[src/rtl/wb2axil_pkg.sv]
// rtl/wb2axil_pkg.sv - shared types and constants for the WB-to-AXI-lite bridge
package wb2axil_pkg;

    typedef enum logic [2:0] {
        IDLE  = 3'd0,
        WRITE = 3'd1,
        BRESP = 3'd2,
        READ  = 3'd3,
        RRESP = 3'd4
    } state_t;

    localparam logic [1:0] RESP_OKAY   = 2'b00;
    localparam logic [1:0] RESP_EXOKAY = 2'b01;
    localparam logic [1:0] RESP_SLVERR = 2'b10;
    localparam logic [1:0] RESP_DECERR = 2'b11;

    localparam logic [2:0] AXPROT_DEFAULT = 3'b000;

    // SLVERR and DECERR map to a WB error; OKAY and EXOKAY map to an ack.
    function automatic logic resp_is_err(input logic [1:0] resp);
        logic is_err;
        is_err = 1'b0;
        case (resp)
            RESP_OKAY, RESP_EXOKAY:   is_err = 1'b0;
            RESP_SLVERR, RESP_DECERR: is_err = 1'b1;
            default:                  is_err = 1'b0;
        endcase
        return is_err;
    endfunction

endpackage

[src/rtl/wbsp_to_axil.sv]
// rtl/wbsp_to_axil.sv - pipelined Wishbone slave to AXI4-Lite master bridge
//
// One transaction in flight. A response timeout answers the WB side with an
// error when the AXI slave hangs; the AXI transaction is still drained.
//
// Ports:
//   i_clk, i_axi_reset_n           clock, asynchronous active-low reset
//   i_wb_cyc/stb/we/addr/data/sel  WB request (word address)
//   o_wb_stall/ack/err/data        WB response
//   o_axi_aw*, o_axi_w*, *_b*      AXI-lite write channels
//   o_axi_ar*, *_r*                AXI-lite read channels
module wbsp_to_axil
    import wb2axil_pkg::*;
#(
    parameter int         C_AXI_DATA_WIDTH = 32,
    parameter int         C_AXI_ADDR_WIDTH = 28,
    parameter logic [7:0] TIMEOUT_CYCLES   = 8'd10,
    localparam int        DW      = C_AXI_DATA_WIDTH,
    localparam int        AXILLSB = $clog2(C_AXI_DATA_WIDTH/8),
    localparam int        AW      = C_AXI_ADDR_WIDTH - AXILLSB
) (
    input  logic                        i_clk,
    input  logic                        i_axi_reset_n,
    input  logic                        i_wb_cyc,
    input  logic                        i_wb_stb,
    input  logic                        i_wb_we,
    input  logic [AW-1:0]               i_wb_addr,
    input  logic [DW-1:0]               i_wb_data,
    input  logic [DW/8-1:0]             i_wb_sel,
    output logic                        o_wb_stall,
    output logic                        o_wb_ack,
    output logic                        o_wb_err,
    output logic [DW-1:0]               o_wb_data,
    output logic                        o_axi_awvalid,
    input  logic                        i_axi_awready,
    output logic [C_AXI_ADDR_WIDTH-1:0] o_axi_awaddr,
    output logic [2:0]                  o_axi_awprot,
    output logic                        o_axi_wvalid,
    input  logic                        i_axi_wready,
    output logic [DW-1:0]               o_axi_wdata,
    output logic [DW/8-1:0]             o_axi_wstrb,
    input  logic                        i_axi_bvalid,
    output logic                        o_axi_bready,
    input  logic [1:0]                  i_axi_bresp,
    output logic                        o_axi_arvalid,
    input  logic                        i_axi_arready,
    output logic [C_AXI_ADDR_WIDTH-1:0] o_axi_araddr,
    output logic [2:0]                  o_axi_arprot,
    input  logic                        i_axi_rvalid,
    output logic                        o_axi_rready,
    input  logic [DW-1:0]               i_axi_rdata,
    input  logic [1:0]                  i_axi_rresp
);

    state_t                      state, state_nxt;
    logic                        aw_done, w_done, answered;
    logic [7:0]                  timer, timer_nxt;
    logic [C_AXI_ADDR_WIDTH-1:0] addr_q;

    logic accept, aw_hs, w_hs, ar_hs, b_hs, r_hs;
    logic resp_valid, resp_err, timeout_hit, still_live;
    logic ack_nxt, err_nxt, answer_evt;

    assign aw_hs = o_axi_awvalid && i_axi_awready;
    assign w_hs  = o_axi_wvalid  && i_axi_wready;
    assign ar_hs = o_axi_arvalid && i_axi_arready;
    assign b_hs  = (state == BRESP) && i_axi_bvalid;
    assign r_hs  = (state == RRESP) && i_axi_rvalid;

    // No new request while the previous response pulse is still on the bus.
    assign accept = (state == IDLE) && !o_wb_ack && !o_wb_err && i_wb_cyc && i_wb_stb;

    assign timer_nxt   = (timer == 8'hFF) ? timer : timer + 8'd1;
    assign timeout_hit = (TIMEOUT_CYCLES != 8'd0) && (state != IDLE)
                      && (timer != TIMEOUT_CYCLES) && (timer_nxt == TIMEOUT_CYCLES);

    assign resp_valid = b_hs || r_hs;
    assign resp_err   = resp_is_err(b_hs ? i_axi_bresp : i_axi_rresp);
    assign still_live = !answered && i_wb_cyc;

    // A real AXI response in the same cycle as the timeout takes precedence.
    assign ack_nxt    = still_live && resp_valid && !resp_err;
    assign err_nxt    = still_live && (resp_valid ? resp_err : timeout_hit);
    assign answer_evt = ack_nxt || err_nxt || (!i_wb_cyc && (state != IDLE));

    assign o_axi_awaddr = addr_q;
    assign o_axi_araddr = addr_q;
    assign o_axi_awprot = AXPROT_DEFAULT;
    assign o_axi_arprot = AXPROT_DEFAULT;

    always_ff @(posedge i_clk or negedge i_axi_reset_n) begin
        if (!i_axi_reset_n) begin
            state <= IDLE;
        end else begin
            state <= state_nxt;
        end
    end

    always_comb begin
        state_nxt    = state;
        o_axi_bready = 1'b0;
        o_axi_rready = 1'b0;
        // Stall covers the response cycle so the next accept comes after it.
        o_wb_stall   = (state != IDLE) || o_wb_ack || o_wb_err;
        case (state)
            IDLE: begin
                if (accept) begin
                    state_nxt = i_wb_we ? WRITE : READ;
                end
            end
            WRITE: begin
                if ((aw_done || aw_hs) && (w_done || w_hs)) begin
                    state_nxt = BRESP;
                end
            end
            BRESP: begin
                o_axi_bready = 1'b1;
                if (i_axi_bvalid) begin
                    state_nxt = IDLE;
                end
            end
            READ: begin
                if (ar_hs) begin
                    state_nxt = RRESP;
                end
            end
            RRESP: begin
                o_axi_rready = 1'b1;
                if (i_axi_rvalid) begin
                    state_nxt = IDLE;
                end
            end
            default: state_nxt = IDLE;
        endcase
    end

    always_ff @(posedge i_clk or negedge i_axi_reset_n) begin
        if (!i_axi_reset_n) begin
            o_axi_awvalid <= 1'b0;
            o_axi_wvalid  <= 1'b0;
            o_axi_arvalid <= 1'b0;
            o_axi_wdata   <= '0;
            o_axi_wstrb   <= '0;
            addr_q        <= '0;
            aw_done       <= 1'b0;
            w_done        <= 1'b0;
            answered      <= 1'b0;
            timer         <= 8'd0;
            o_wb_ack      <= 1'b0;
            o_wb_err      <= 1'b0;
            o_wb_data     <= '0;
        end else begin
            o_wb_ack <= ack_nxt;
            o_wb_err <= err_nxt;
            timer    <= (state == IDLE) ? 8'd0 : timer_nxt;

            if (accept) begin
                addr_q        <= {i_wb_addr, {AXILLSB{1'b0}}};
                o_axi_wdata   <= i_wb_data;
                o_axi_wstrb   <= i_wb_sel;
                o_axi_awvalid <= i_wb_we;
                o_axi_wvalid  <= i_wb_we;
                o_axi_arvalid <= !i_wb_we;
                aw_done       <= 1'b0;
                w_done        <= 1'b0;
                answered      <= 1'b0;
            end else begin
                if (aw_hs) begin
                    o_axi_awvalid <= 1'b0;
                    aw_done       <= 1'b1;
                end
                if (w_hs) begin
                    o_axi_wvalid <= 1'b0;
                    w_done       <= 1'b1;
                end
                if (ar_hs) begin
                    o_axi_arvalid <= 1'b0;
                end
                if (answer_evt) begin
                    answered <= 1'b1;
                end
            end

            if (r_hs) begin
                o_wb_data <= i_axi_rdata;
            end
        end
    end

endmodule

[config.mk]
export PLATFORM = sky130hd
export DESIGN_NAME = wbsp_to_axil
export DESIGN_NICKNAME = d
export VERILOG_FILES = /design/src/rtl/wb2axil_pkg.sv /design/src/rtl/wbsp_to_axil.sv
export SDC_FILE = /design/constraint.sdc
export NUM_CORES = 1
export LEC_CHECK = 0
export BUFFER_PORTS_ARGS = -buffer_cell sky130_fd_sc_hd__clkbuf_2
export CAP_MARGIN = 30
export CORE_ASPECT_RATIO = 0.75
export CORE_UTILIZATION = 45
export CTS_BUF_LIST = sky130_fd_sc_hd__clkbuf_8 sky130_fd_sc_hd__clkbuf_16
export CTS_CLUSTER_SIZE = 10
export DETAILED_ROUTE_END_ITERATION = 6
export GPL_ROUTABILITY_DRIVEN = 0
export GPL_TIMING_DRIVEN = 0
export HOLD_SLACK_MARGIN = 0.1
export PLACE_DENSITY_LB_ADDON = 0.15
export SYNTH_ARGS = -nofsm -noshare
export SYNTH_HDL_FRONTEND = slang
export SYNTH_SLANG_ARGS = --single-unit
export TNS_END_PERCENT = 20
[constraint.sdc]
create_clock -name i_clk -period 1.9 [get_ports i_clk]
set_clock_uncertainty 0.05 [all_clocks]
set_input_delay 0.285 -clock i_clk [delete_from_list [all_inputs] [get_ports i_clk]]
set_output_delay 0.285 -clock i_clk [all_outputs]
set_load 0.03 [all_outputs]
Word level (Yosys, flattened, before mapping)
Index checks and enable logic that the tools add are counted.

Muxes and demuxes: 26. Reduce and logical (&&, ||, !) cells: 40. Equality and inequality tests: 15. Add/subtract/negate cells: 1.

Operators by type and width (count): 1-bit logical AND (17); 8-bit two-way mux (2); 1-bit two-way mux (15); 3-bit two-way mux (5); 3-bit one-hot mux with 5 select lines (1); 2-bit inequality test, second input constant (5); 8-bit by 1-bit adder with 8-bit output, second input constant (1); 8-bit by 4-bit == test with 1-bit output, second input constant (1); 8-bit == test, second input constant (1); 8-bit by 4-bit inequality test with 1-bit output, second input constant (1); 2-bit nonzero test (4); 1-bit logical OR (7); 3-bit by 2-bit == test with 1-bit output, second input constant (2); 1-bit logical NOT (6); 5-bit AND reduction (1); 2-bit == test, second input constant (2); 2-bit two-way mux (2); 2-bit OR reduction (2); 3-bit by 1-bit == test with 1-bit output, second input constant (1); 3-bit == test, second input constant (1); 3-bit logical NOT (1); 3-bit nonzero test (1); 2-bit by 1-bit == test with 1-bit output, second input constant (1); 2-bit logical NOT (1); 1-bit one-hot mux with 2 select lines (1).

Word-level logic and storage cells: 96. Register bits: 113. Output and inout bits: 138.

Depth between registers and ports, before layout
Gate-level depths: netlist of run 1.

Depth in word-level cells: 12. Gate-level depth with buffers: 7. Depth with buffers taken out: 6.

Least setup slack after synthesis of run 1
No wires, ideal clock.

Kind: flip-flop to flip-flop. Start: register state[0]. End: register o_wb_err. Required time: 1725 ps. Period minus slack after synthesis: 1888 ps. Path buffers: 1. Setup time: 125 ps. Cell stages (with the launch flop): 6. Arrival time: 1713 ps. Path slack: 12 ps. Path through: dfrtp_1 -> buf_2 -> nor3b_1 -> a32oi_1 -> nand3b_1 -> a21oi_2.

Longest elaborated chain between the ends: 8. Elaborated cells between the ends (all ways): 18. Classes of those cells: 5 x eq/ne; 3 x mux; 10 x reduce/logical.

RTL lines: start, declared (line wbsp_to_axil.sv:55) `state_t state, state_nxt;`; start signal, assigned (line wbsp_to_axil.sv:95) `state <= state_nxt;`; 3-bit by 2-bit == test with 1-bit output (line wbsp_to_axil.sv:67) `assign b_hs = (state == BRESP) && i_axi_bvalid;`; 1-bit logical AND (line wbsp_to_axil.sv:67); 2-bit two-way mux (line wbsp_to_axil.sv:78) `assign resp_err = resp_is_err(b_hs ? i_axi_bresp : i_axi_rresp);`; 2-bit == test, or another cell as far along (line wb2axil_pkg.sv:23) `case (resp)`; 2-bit OR reduction (line wb2axil_pkg.sv:23); 1-bit one-hot mux with 2 select lines (line wb2axil_pkg.sv:23); 1-bit two-way mux (*) (line wbsp_to_axil.sv:83) `assign err_nxt = still_live && (resp_valid ? resp_err : timeout_hit);`; 1-bit logical AND (*) (line wbsp_to_axil.sv:83); via err_nxt (line wbsp_to_axil.sv:62) `logic ack_nxt, err_nxt, answer_evt;`; end signal, assigned (line wbsp_to_axil.sv:154) `o_wb_err <= err_nxt;`; end, declared (line wbsp_to_axil.sv:32) `output logic o_wb_err,`.

Mark *: on every way through the listed nets, which the timed path passes. The rest lies on a longest branch. A chain may end at the register's enable or synchronous reset.

Final worst setup path of run 1
Start: register state[0]. End: output port o_wb_stall.

Longest elaborated chain between the ends: 3.

RTL lines: 3-bit nonzero test (line wbsp_to_axil.sv:104) `o_wb_stall = (state != IDLE) || o_wb_ack || o_wb_err;`; 1-bit logical OR (2 in a row) (line wbsp_to_axil.sv:104); end, declared (line wbsp_to_axil.sv:30) `output logic o_wb_stall,`.

No other way between the ends.

==> results.yml, run 1 <==
power_and_ir_drop:
  power_density_nw_per_um2: 1610
  share_comb_of_total_power_pct: 44.6
  peakVddDrop_mv: 0.798
  power_switching_share_pct: 43.7
  p_sw_w: 0.00556
  power.internal_w: 0.00716
  power_frac_seq_pct: 30.8
  p_clk_share_pct: 24.6
  power.leakage_nw: 4.34
worst_hold_path:
  hold_class: "in2reg"
  worstHoldPathCells: 3
placement:
  port_buffers: 233
  place_inst: 855
  post-place-ws_ns: 0.00716
  dp_hpwl_um: 9220
clock_tree:
  htreeDepth: 4
  cts_tree: "yes"
  cts-root-buf: "clkbuf_16"
  cts.sinks: 113
  clk_latency_ns: 0.41
  ctsLongestPathBuffers: 2
  clkTransAtPathRegs_ns: 0.06
  cts-buffers-inserted: 17
worst_setup_path:
  crit_fanout: 9
  crit_path_end_kind: "primary output"
  crit_type: "reg2out"
  reg2reg_depth: 6
  rrSetupSlack_ns: 0.08
  cp.arrival_ns: 1.53
  required_ns: 1.56
  setup.worst_path.start_class: "flip-flop"
run:
  cap_viol_max_count: 0
routing:
  ant_nets: 0
  num_vias: 4694
  first_pass_iters: 6
  vias_per_cell: 4.76
  drt-total-wl_um: 14800
  drc: 0
  route.detailed.wl_per_inst_um: 15.0
  drtIter0Drc: 289
timing:
  setup_viol: 0
  rsz0062_at_grt: "true"
  finalHoldViolCount: 0
  setup_ws_ns: 0.0369
  fmax_mhz: 537
  relSlewSlack_pct: 41.2
  worst_slew_pin_slew_ns: 0.882
  fin_crit_ns: 1.86
  post-route-period-util_pct: 98.1
  slew_viol_final: 0
floorplanning:
  core_um2: 10400
  io_pins: 246
  fp.dieH_um: 92.3
  die_area_um2: 11300
  die_w_um: 122
  start_util_pct: 47.0
  rows: 32
global_routing:
  grt_max_degree: 114
  antenna_found_initial: 0
  grt-ovfl-total: 0
  grt_usage_pct: 26.8
  grt_pass1_vias: 4641
  grt_pass1_wl_um: 22900
final_layout:
  seq_area_um2: 2830
  syn2layout_area_growth_pct: 61.4
  fin_cells: 987
  fin_nets: 948
  layout-drive-gt1-share_pct: 43.1
  diodes: 0
  fillers: 691
  multiInputGateArea_um2: 1660
yosys:
  yosysSeqAreaShare_pct: 57.8
  synth_cell_types: 43
  yosys_warnings: 0
  synth_compound_area_share_pct: 3.71
  synth_flop_cell: "dfrtp_1"
  muxShareOfSynthArea_pct: 7.77
  synth_edf_count: 0
  netlist_area_um2: 4890
  synth_xor_area_share_pct: 0.358
  ys_ff_latch: 113
  syn_inst: 477
  synthArstFlopShare_pct: 100
  synth_simple_gate_area_share_pct: 20.6
  synth_fa_ha_area_share_pct: 0.512
  synth_top_family_by_area: "simple AND/OR/NAND/NOR gates"
  synth_area_per_cell_um2: 10.3
status:
  outcome: "finished clean"
synthesized netlist by cell type, types with 2 or more instances:
library cell	number	area [um^2]
a21oi_1	8	40.0
ha_1	2	25.0
nand3b_1	4	30.0
a31oi_1	3	18.8
nand2b_1	3	18.8
o21ai_0	2	10.0
nor2_1	10	37.5
mux2i_1	2	20.0
dfrtp_1	113	2830
clkbuf_1	5	18.8
inv_1	5	18.8
o21bai_1	2	15.0
mux2_2	32	360
nor3b_1	3	22.5
buf_4	37	278
and4_1	2	17.5
buf_2	9	45.0
nand3_1	4	20.0
buf_6	8	90.1
nand2_1	194	728
nand4_1	4	25.0
nor2b_1	4	25.0
sequential cells by signal, summed over array words and instances, names as in the netlist, 3 cells and up:
signal and cells:
o_axi_araddr 26, o_axi_wdata 32, o_axi_wstrb 4, o_wb_data 32
state 3, timer 8
path summary, 6_finish.rpt:
check	start	to
setup reg to reg	state[0]$_DFFE_PN0P_	o_axi_araddr[3]$_DFFE_PN0P_
hold / removal	i_wb_cyc	o_wb_err$_DFF_PN0_
max in group asynchronous	i_axi_reset_n	state[2]$_DFFE_PN0P_
hold reg to reg	o_axi_wdata[26]$_DFFE_PN0P_	o_axi_wdata[26]$_DFFE_PN0P_
min in group asynchronous	i_axi_reset_n	o_axi_wdata[29]$_DFFE_PN0P_
setup / recovery	state[0]$_DFFE_PN0P_	o_wb_stall
critical path, stage by stage (launching register included):
cell and delay, ns:
dfrtp_2 0.48, nor3_4 0.25, clkbuf_8 0.18, nand2_2 0.06
buf_8 0.15
area by class of cell:
cell class,count,area share [%]
buffer,57,5.50
clock buffer,17,5.39
clock inverter,15,2.06
inverter,5,0.238
multi-input combinational,309,21.0
sequential,113,35.8
tap,136,2.15
timing repair buffer,335,27.8
power groups by stage:
stage,logic [W],clock network [W],registers [W]
floorplan,0.00224,0,0.00537
global placement,0.00534,0,0.00381
detailed placement,0.00543,0,0.00387
CTS,0.00560,0.00317,0.00390
global route,0.00606,0.00328,0.00404
finish,0.00567,0.00312,0.00392
per-layer routing:
layer | track usage, % | share of wire [%] | vias to the layer above
met5 | 0 | 0 | -
met3 | 7.70 | 6.9 | 37
met2 | 46.8 | 52 | 198
met4 | 11.3 | 2.9 | 0
met1 | 30.6 | 38 | 2233
li1 | - | - | 2226
metrics by stage:
stage	util [%]	TNS, ns	instance area [um^2]	total power, W	hold WS [ns]
2_1_floorplan	-	0	4930	0.00761	-0.0606
3_3_place_gp	60.2	-126.40	6260	0.00915	0.410
3_5_place_dp	60.2	0	6270	0.00930	0.413
4_1_cts	75.6	0	7870	0.0127	0.104
5_1_grt	75.9	-0.0435	7900	0.0134	0.122
6_report	75.9	0	7900	0.0127	0.124
repair_timing:
item	4_1_cts	5_1_grt
buffers inserted	2	1
hold buffers	99	0
pin swaps	1	1
resized for setup	5	8
hold endpoints to repair	210	0
gates cloned	0	0
setup endpoints to repair	3	43
cells by family after synthesis:
group	after synthesis
multiplexers	34
AND/OR/NAND/NOR	236
buffers and inverters	64
other	1
flip-flops	113
adder cells (fa/ha/maj)	2
AO/OA/AOI/OAI	25
XOR/XNOR	2
cell usage in the layout, fill, tap and decap left out, types with 2 or more instances in the layout:
cell           netlist  routed
a21oi_1              8       8
a31oi_1              3       3
and4_1               2       2
buf_2                9       6
buf_4               37      41
buf_6                8       8
bufinv_16            0       2
clkbuf_1             5       4
clkbuf_16            0      17
clkbuf_2             0     231
clkbuf_8             0       2
clkinv_4             0       4
clkinvlp_4           0       6
conb_1               1      10
dfrtp_1            113     111
dfrtp_2              0       2
dlygate4sd3_1        0      99
inv_1                5       5
inv_6                0       2
mux2_2              32      32
mux2i_1              2       2
nand2_1            194     193
nand2b_1             3       3
nand3_1              4       4
nand3b_1             4       4
nand4_1              4       4
nor2_1              10      10
nor2b_1              4       4
nor3b_1              3       2
o21ai_0              2       2
o21bai_1             2       2
(Power assumes the default switching activity.)
==> run 2, diff against run 1 <==
BUFFER_PORTS_ARGS = -buffer_cell sky130_fd_sc_hd__buf_2   (was -buffer_cell sky130_fd_sc_hd__clkbuf_2)
==> results.yml, run 2 (synthesis gave the netlist of run 1 again) <==
final_layout:
  layout.cells.most_common_list: "buf_2, nand2_1, dfrtp_1, dlygate4sd3_1, buf_4"
  seq_area_um2: 2830
  syn2layout_area_growth_pct: 63.3
  finalInstanceArea_um2: 7990
  layout-drive-gt1-share_pct: 43.0
  diodes: 0
  multiInputGateArea_um2: 1650
  layout_commonest_cell: "buf_2"
  fin_cells: 990
  fin_nets: 951
  fillers: 690
floorplanning:
  die_w_um: 122
  core_um2: 10400
  die_area_um2: 11300
  fp.dieH_um: 92.3
  io_pins: 246
  rows: 32
  start_util_pct: 47.0
worst_setup_path:
  cp.arrival_ns: 1.51
  required_ns: 1.56
  cp_top_family: "flip-flops"
  crit_fanout: 7
  cp_slowest_cell: "dfrtp_2"
  worst-path-buf-inv: 2
  path_cells: "nor3_4 > clkbuf_8 > nand2_1 > buf_6"
  slowest_delay_ns: 0.46
  crit_type: "reg2out"
  rrSetupSlack_ns: 0.13
  crit_path_end_kind: "primary output"
  setup.worst_path.start_class: "flip-flop"
routing:
  first_pass_iters: 4
  drtIter0Drc: 260
  ant_nets: 0
  drt-total-wl_um: 15200
  route.detailed.wl_per_inst_um: 15.3
  vias_per_cell: 4.78
  num_vias: 4737
  drc: 0
clock_tree:
  htreeDepth: 4
  cts_tree: "yes"
  ctsLongestPathBuffers: 2
  cts-buffers-inserted: 17
  clkTransAtPathRegs_ns: 0.06
  clk_latency_ns: 0.41
  cts.sinks: 113
  cts-root-buf: "clkbuf_16"
timing:
  fin_crit_ns: 1.84
  timing.hold.ws_ns: 0.133
  finalHoldViolCount: 0
  fmax_mhz: 543
  rsz0062_at_grt: "false"
  post-route-period-util_pct: 96.9
  slew_viol_final: 0
  setup_viol: 0
  setup_ws_ns: 0.0586
status:
  outcome: "finished clean"
placement:
  place_inst: 856
  port_buffers: 233
  dp_hpwl_um: 9280
  post-place-ws_ns: -0.0161
  placed_area_um2: 6300
global_routing:
  grt_pass1_vias: 4712
  grt_pass1_wl_um: 23300
  grt_usage_pct: 27.4
  grt_max_degree: 67
  antenna_found_initial: 0
  grt-ovfl-total: 0
power_and_ir_drop:
  peakVddDrop_mv: 0.797
  power_w: 0.0131
  power_density_nw_per_um2: 1640
  power.leakage_nw: 4.41
run:
  cap_viol_max_count: 0
worst_hold_path:
  hold_class: "in2reg"
==> run 2: cell types whose count changed in the layout (fill, tap and decap cells not counted), moves of 2 or more <==
| cell | before | now |
|---|---|---|
| buf_2 | 6 | 238 |
| clkbuf_2 | 231 | 0 |
| bufinv_16 | 2 | 5 |
| clkinvlp_4 | 6 | 3 |
| buf_6 | 8 | 10 |
| clkinv_4 | 4 | 2 |
| inv_6 | 2 | 4 |
==> run 2: metal layers <==
metal,part of all wire [%],track usage (%),up-vias,routed length [um]
li1,-,-,2226,-
met4,2.6,10.8,0,402
met2,52,48.1,214,7930
met1,38,30.5,2257,5710
met3,7.6,9.17,40,1150
met5,0,0,-,0
==> run 2: path summary, 6_finish.rpt <==
path / endpoint / start / depth (start not counted)
min: o_wb_err$_DFF_PN0_ / i_wb_cyc / 3
max reg2reg: o_axi_araddr[11]$_DFFE_PN0P_ / state[0]$_DFFE_PN0P_ / 6
min in group asynchronous: o_axi_wdata[29]$_DFFE_PN0P_ / i_axi_reset_n / 2
max in group asynchronous: timer[1]$_DFF_PN0_ / i_axi_reset_n / 3
max: o_wb_stall / state[0]$_DFFE_PN0P_ / 4
min reg2reg: o_axi_wdata[19]$_DFFE_PN0P_ / o_axi_wdata[19]$_DFFE_PN0P_ / 2
==> run 2: through the flow <==
step / setup TNS [ns] / util (%)
floorplan: 0 / -
global placement: -97.15 / 60.2
global route: 0 / 76.7
finish: 0 / 76.7
CTS: 0 / 76.6
detailed placement: -0.0161 / 60.5
==> run 2: timing repair <==
action / 4_1_cts / 5_1_grt
hold endpoints to repair: 144 / 0
setup buffers: 3 / 2
setup endpoints to repair: 40 / 8
pin swaps: 2 / 1
hold buffers: 99 / 0
resized for setup: 4 / 3
==> run 2: report_power, final <==
group / switching, W / total (W) / internal, W / leakage (nW)
logic: 0.00375 / 0.00573 / 0.00198 / 2.66
registers: 0.000606 / 0.00390 / 0.00329 / 1.44
clock network: 0.00117 / 0.00351 / 0.00234 / 0.311
total: 0.00552 / 0.0131 / 0.00762 / 4.41
==> run 2: cell type report <==
class,instances,area share (%)
Tap cell,136,2.13
Multi-Input combinational cell,309,20.6
Buffer,57,5.40
Timing Repair Buffer,338,28.0
Inverter,5,0.235
Clock inverter,15,2.88
Clock buffer,17,5.32
Sequential cell,113,35.4
==> run 2: tightest hold or removal path: cells and delay by family <==
family	cells	cell delay, ns
AO/OA/AOI/OAI	1	0.04
buffers and inverters	1	0.13
AND/OR/NAND/NOR	1	0.10
==> run 3, diff against run 2 <==
CORE_UTILIZATION = 27   (was 45)
RECOVER_POWER = 100   (was not set)
==> results.yml, run 3 (synthesis gave the netlist of run 1 again) <==
timing:
  fin_crit_ns: 1.85
  slew_viol_final: 0
  relSlewSlack_pct: 52.1
  worst_slew_pin_slew_ns: 0.719
  post-route-period-util_pct: 97.1
  finalHoldViolCount: 0
  setup_ws_ns: 0.0542
  rsz0062_at_grt: "true"
  fmax_mhz: 542
  setup_viol: 0
worst_setup_path:
  cp.arrival_ns: 1.51
  crit_fanout: 5
  required_ns: 1.56
  reg2reg_depth: 7
  rr_startpoint: "state[0]$_DFFE_PN0P_"
  crit_path_end_kind: "primary output"
  r2r-end: "o_axi_wdata[26]$_DFFE_PN0P_"
  setup.worst_path.start_class: "flip-flop"
  crit_type: "reg2out"
  rrSetupSlack_ns: 0.18
routing:
  ant_nets: 0
  num_vias: 4524
  met1Wirelength_um: 6230
  dr_wl_met2_um: 6540
  drtIter0Drc: 196
  vias_per_cell: 4.11
  highest_layer: "met4"
  drc: 0
  first_pass_iters: 4
  drt-total-wl_um: 13900
  route.detailed.wl_per_inst_um: 12.6
  dr_wl_met3_um: 977
worst_hold_path:
  worstHoldPathCells: 3
  holdPathEnd: "o_wb_ack$_DFF_PN0_"
  hold_class: "in2reg"
  hp-start: "i_wb_cyc"
clock_tree:
  cts-root-buf: "clkbuf_16"
  clk_latency_ns: 0.41
  clkTransAtPathRegs_ns: 0.05
  cts_tree: "yes"
  htreeDepth: 4
  ctsLongestPathBuffers: 2
  cts.sinks: 113
  cts-buffers-inserted: 17
placement:
  dp_hpwl_um: 9390
  post-place-ws_ns: -0.0584
  placed_area_um2: 6430
  port_buffers: 233
power_and_ir_drop:
  power_switching_share_pct: 42.7
  power_w: 0.0124
  power_density_nw_per_um2: 1550
  power_frac_seq_pct: 31.1
  power.internal_w: 0.00710
  p_clk_share_pct: 24.3
  p_sw_w: 0.00528
  share_comb_of_total_power_pct: 44.6
  power.leakage_nw: 4.18
  peakVddDrop_mv: 0.818
final_layout:
  layout.cells.most_common_list: "nand2_1, buf_2, dfrtp_1, dlygate4sd3_1, clkbuf_1"
  fillers: 1711
  fin_nets: 954
  layout-drive-gt1-share_pct: 35.2
  finalCoreUtilization_pct: 45.1
  layout_commonest_cell: "nand2_1"
  syn2layout_area_growth_pct: 63.1
  finalInstanceArea_um2: 7980
global_routing:
  grt_pass1_wl_um: 22500
  grt_max_degree: 90
  grt_pass1_vias: 4588
  antenna_found_initial: 1
  grt-ovfl-total: 0
  grt_usage_pct: 15.5
floorplanning:
  fp.dieH_um: 119
  io_pins: 246
  die_w_um: 157
  core_um2: 17700
  start_util_pct: 27.6
  rows: 42
  die_area_um2: 18700
run:
  cap_viol_max_count: 0
status:
  outcome: "finished clean"
==> run 3: cell count changes in the layout (fill, tap and decap cells not counted), moves of 2 or more <==
cell	delta
dfrtp_1	+2
clkbuf_1	+64
buf_2	-63
inv_6	-4
dfrtp_2	-2
bufinv_16	-3
clkinv_2	+5
inv_1	+3
==> run 3: timing repair <==
item / 4_1_cts / 5_1_grt
pin swaps: 2 / 2
endpoints found under the setup margin: 40 / 60
endpoints found under the hold margin: 210 / 0
gates cloned: 0 / 1
resized for setup: 5 / 7
hold buffers: 99 / 0
buffers inserted: 3 / 2
==> run 3: worst max-delay path, cell delays in order, from the launching register on <==
cell	delay, ns
dfrtp_1	0.38
buf_6	0.14
nor3_4	0.24
clkbuf_8	0.18
nand2_4	0.04
buf_6	0.14
==> run 3: worst max path at each step <==
stage / startpoint / cells past startpoint / end
after floorplan: state[0]$_DFFE_PN0P_ / 5 / o_wb_err$_DFF_PN0_
after global placement: i_axi_reset_n / 1 / o_wb_data[24]$_DFFE_PN0P_
after detailed placement: state[0]$_DFFE_PN0P_ / 7 / o_axi_wdata[31]$_DFFE_PN0P_
after CTS: state[1]$_DFFE_PN0P_ / 5 / o_wb_stall
after global routing: state[0]$_DFFE_PN0P_ / 5 / o_wb_stall
final: state[0]$_DFFE_PN0P_ / 5 / o_wb_stall
==> run 3: area by class of cell <==
type	count	area (um^2)	area share, %
flip-flops and latches	113	2830	35.4
repair buffers	339	2150	27.0
multi-input cells	309	1660	20.7
plain buffers	59	454	5.69
clock buffers	18	439	5.50
well taps	242	303	3.79
clock inverters	14	125	1.57
inverters	5	18.8	0.235
diodes	1	2.50	0.0314
==> run 3: routing by layer <==
metal / vias to the layer above / track usage (%)
met1: 2118 / 18.6
met4: 0 / 4.67
met5: - / 0
met2: 166 / 25.7
met3: 10 / 5.65
li1: 2230 / -
==> run 3: power groups by stage <==
stage                     Clock [W]  Sequential [W]  Combinational (W)
final                       0.00301         0.00386            0.00552
after floorplan                   0         0.00537            0.00224
after detailed placement          0         0.00385            0.00539
after CTS                   0.00311         0.00384            0.00562
after global placement            0         0.00382            0.00536
after global routing        0.00322         0.00398            0.00600
==> run 3: metrics by stage <==
stage	hold slack (ns)	TNS (ns)	std cells
detailed placement	0.115	-1.51	962
global route	0.141	-0.0248	1100
floorplan	-0.0606	0	486
CTS	0.104	0	1096
global placement	0.404	-106.33	961
finish	0.128	0	1100
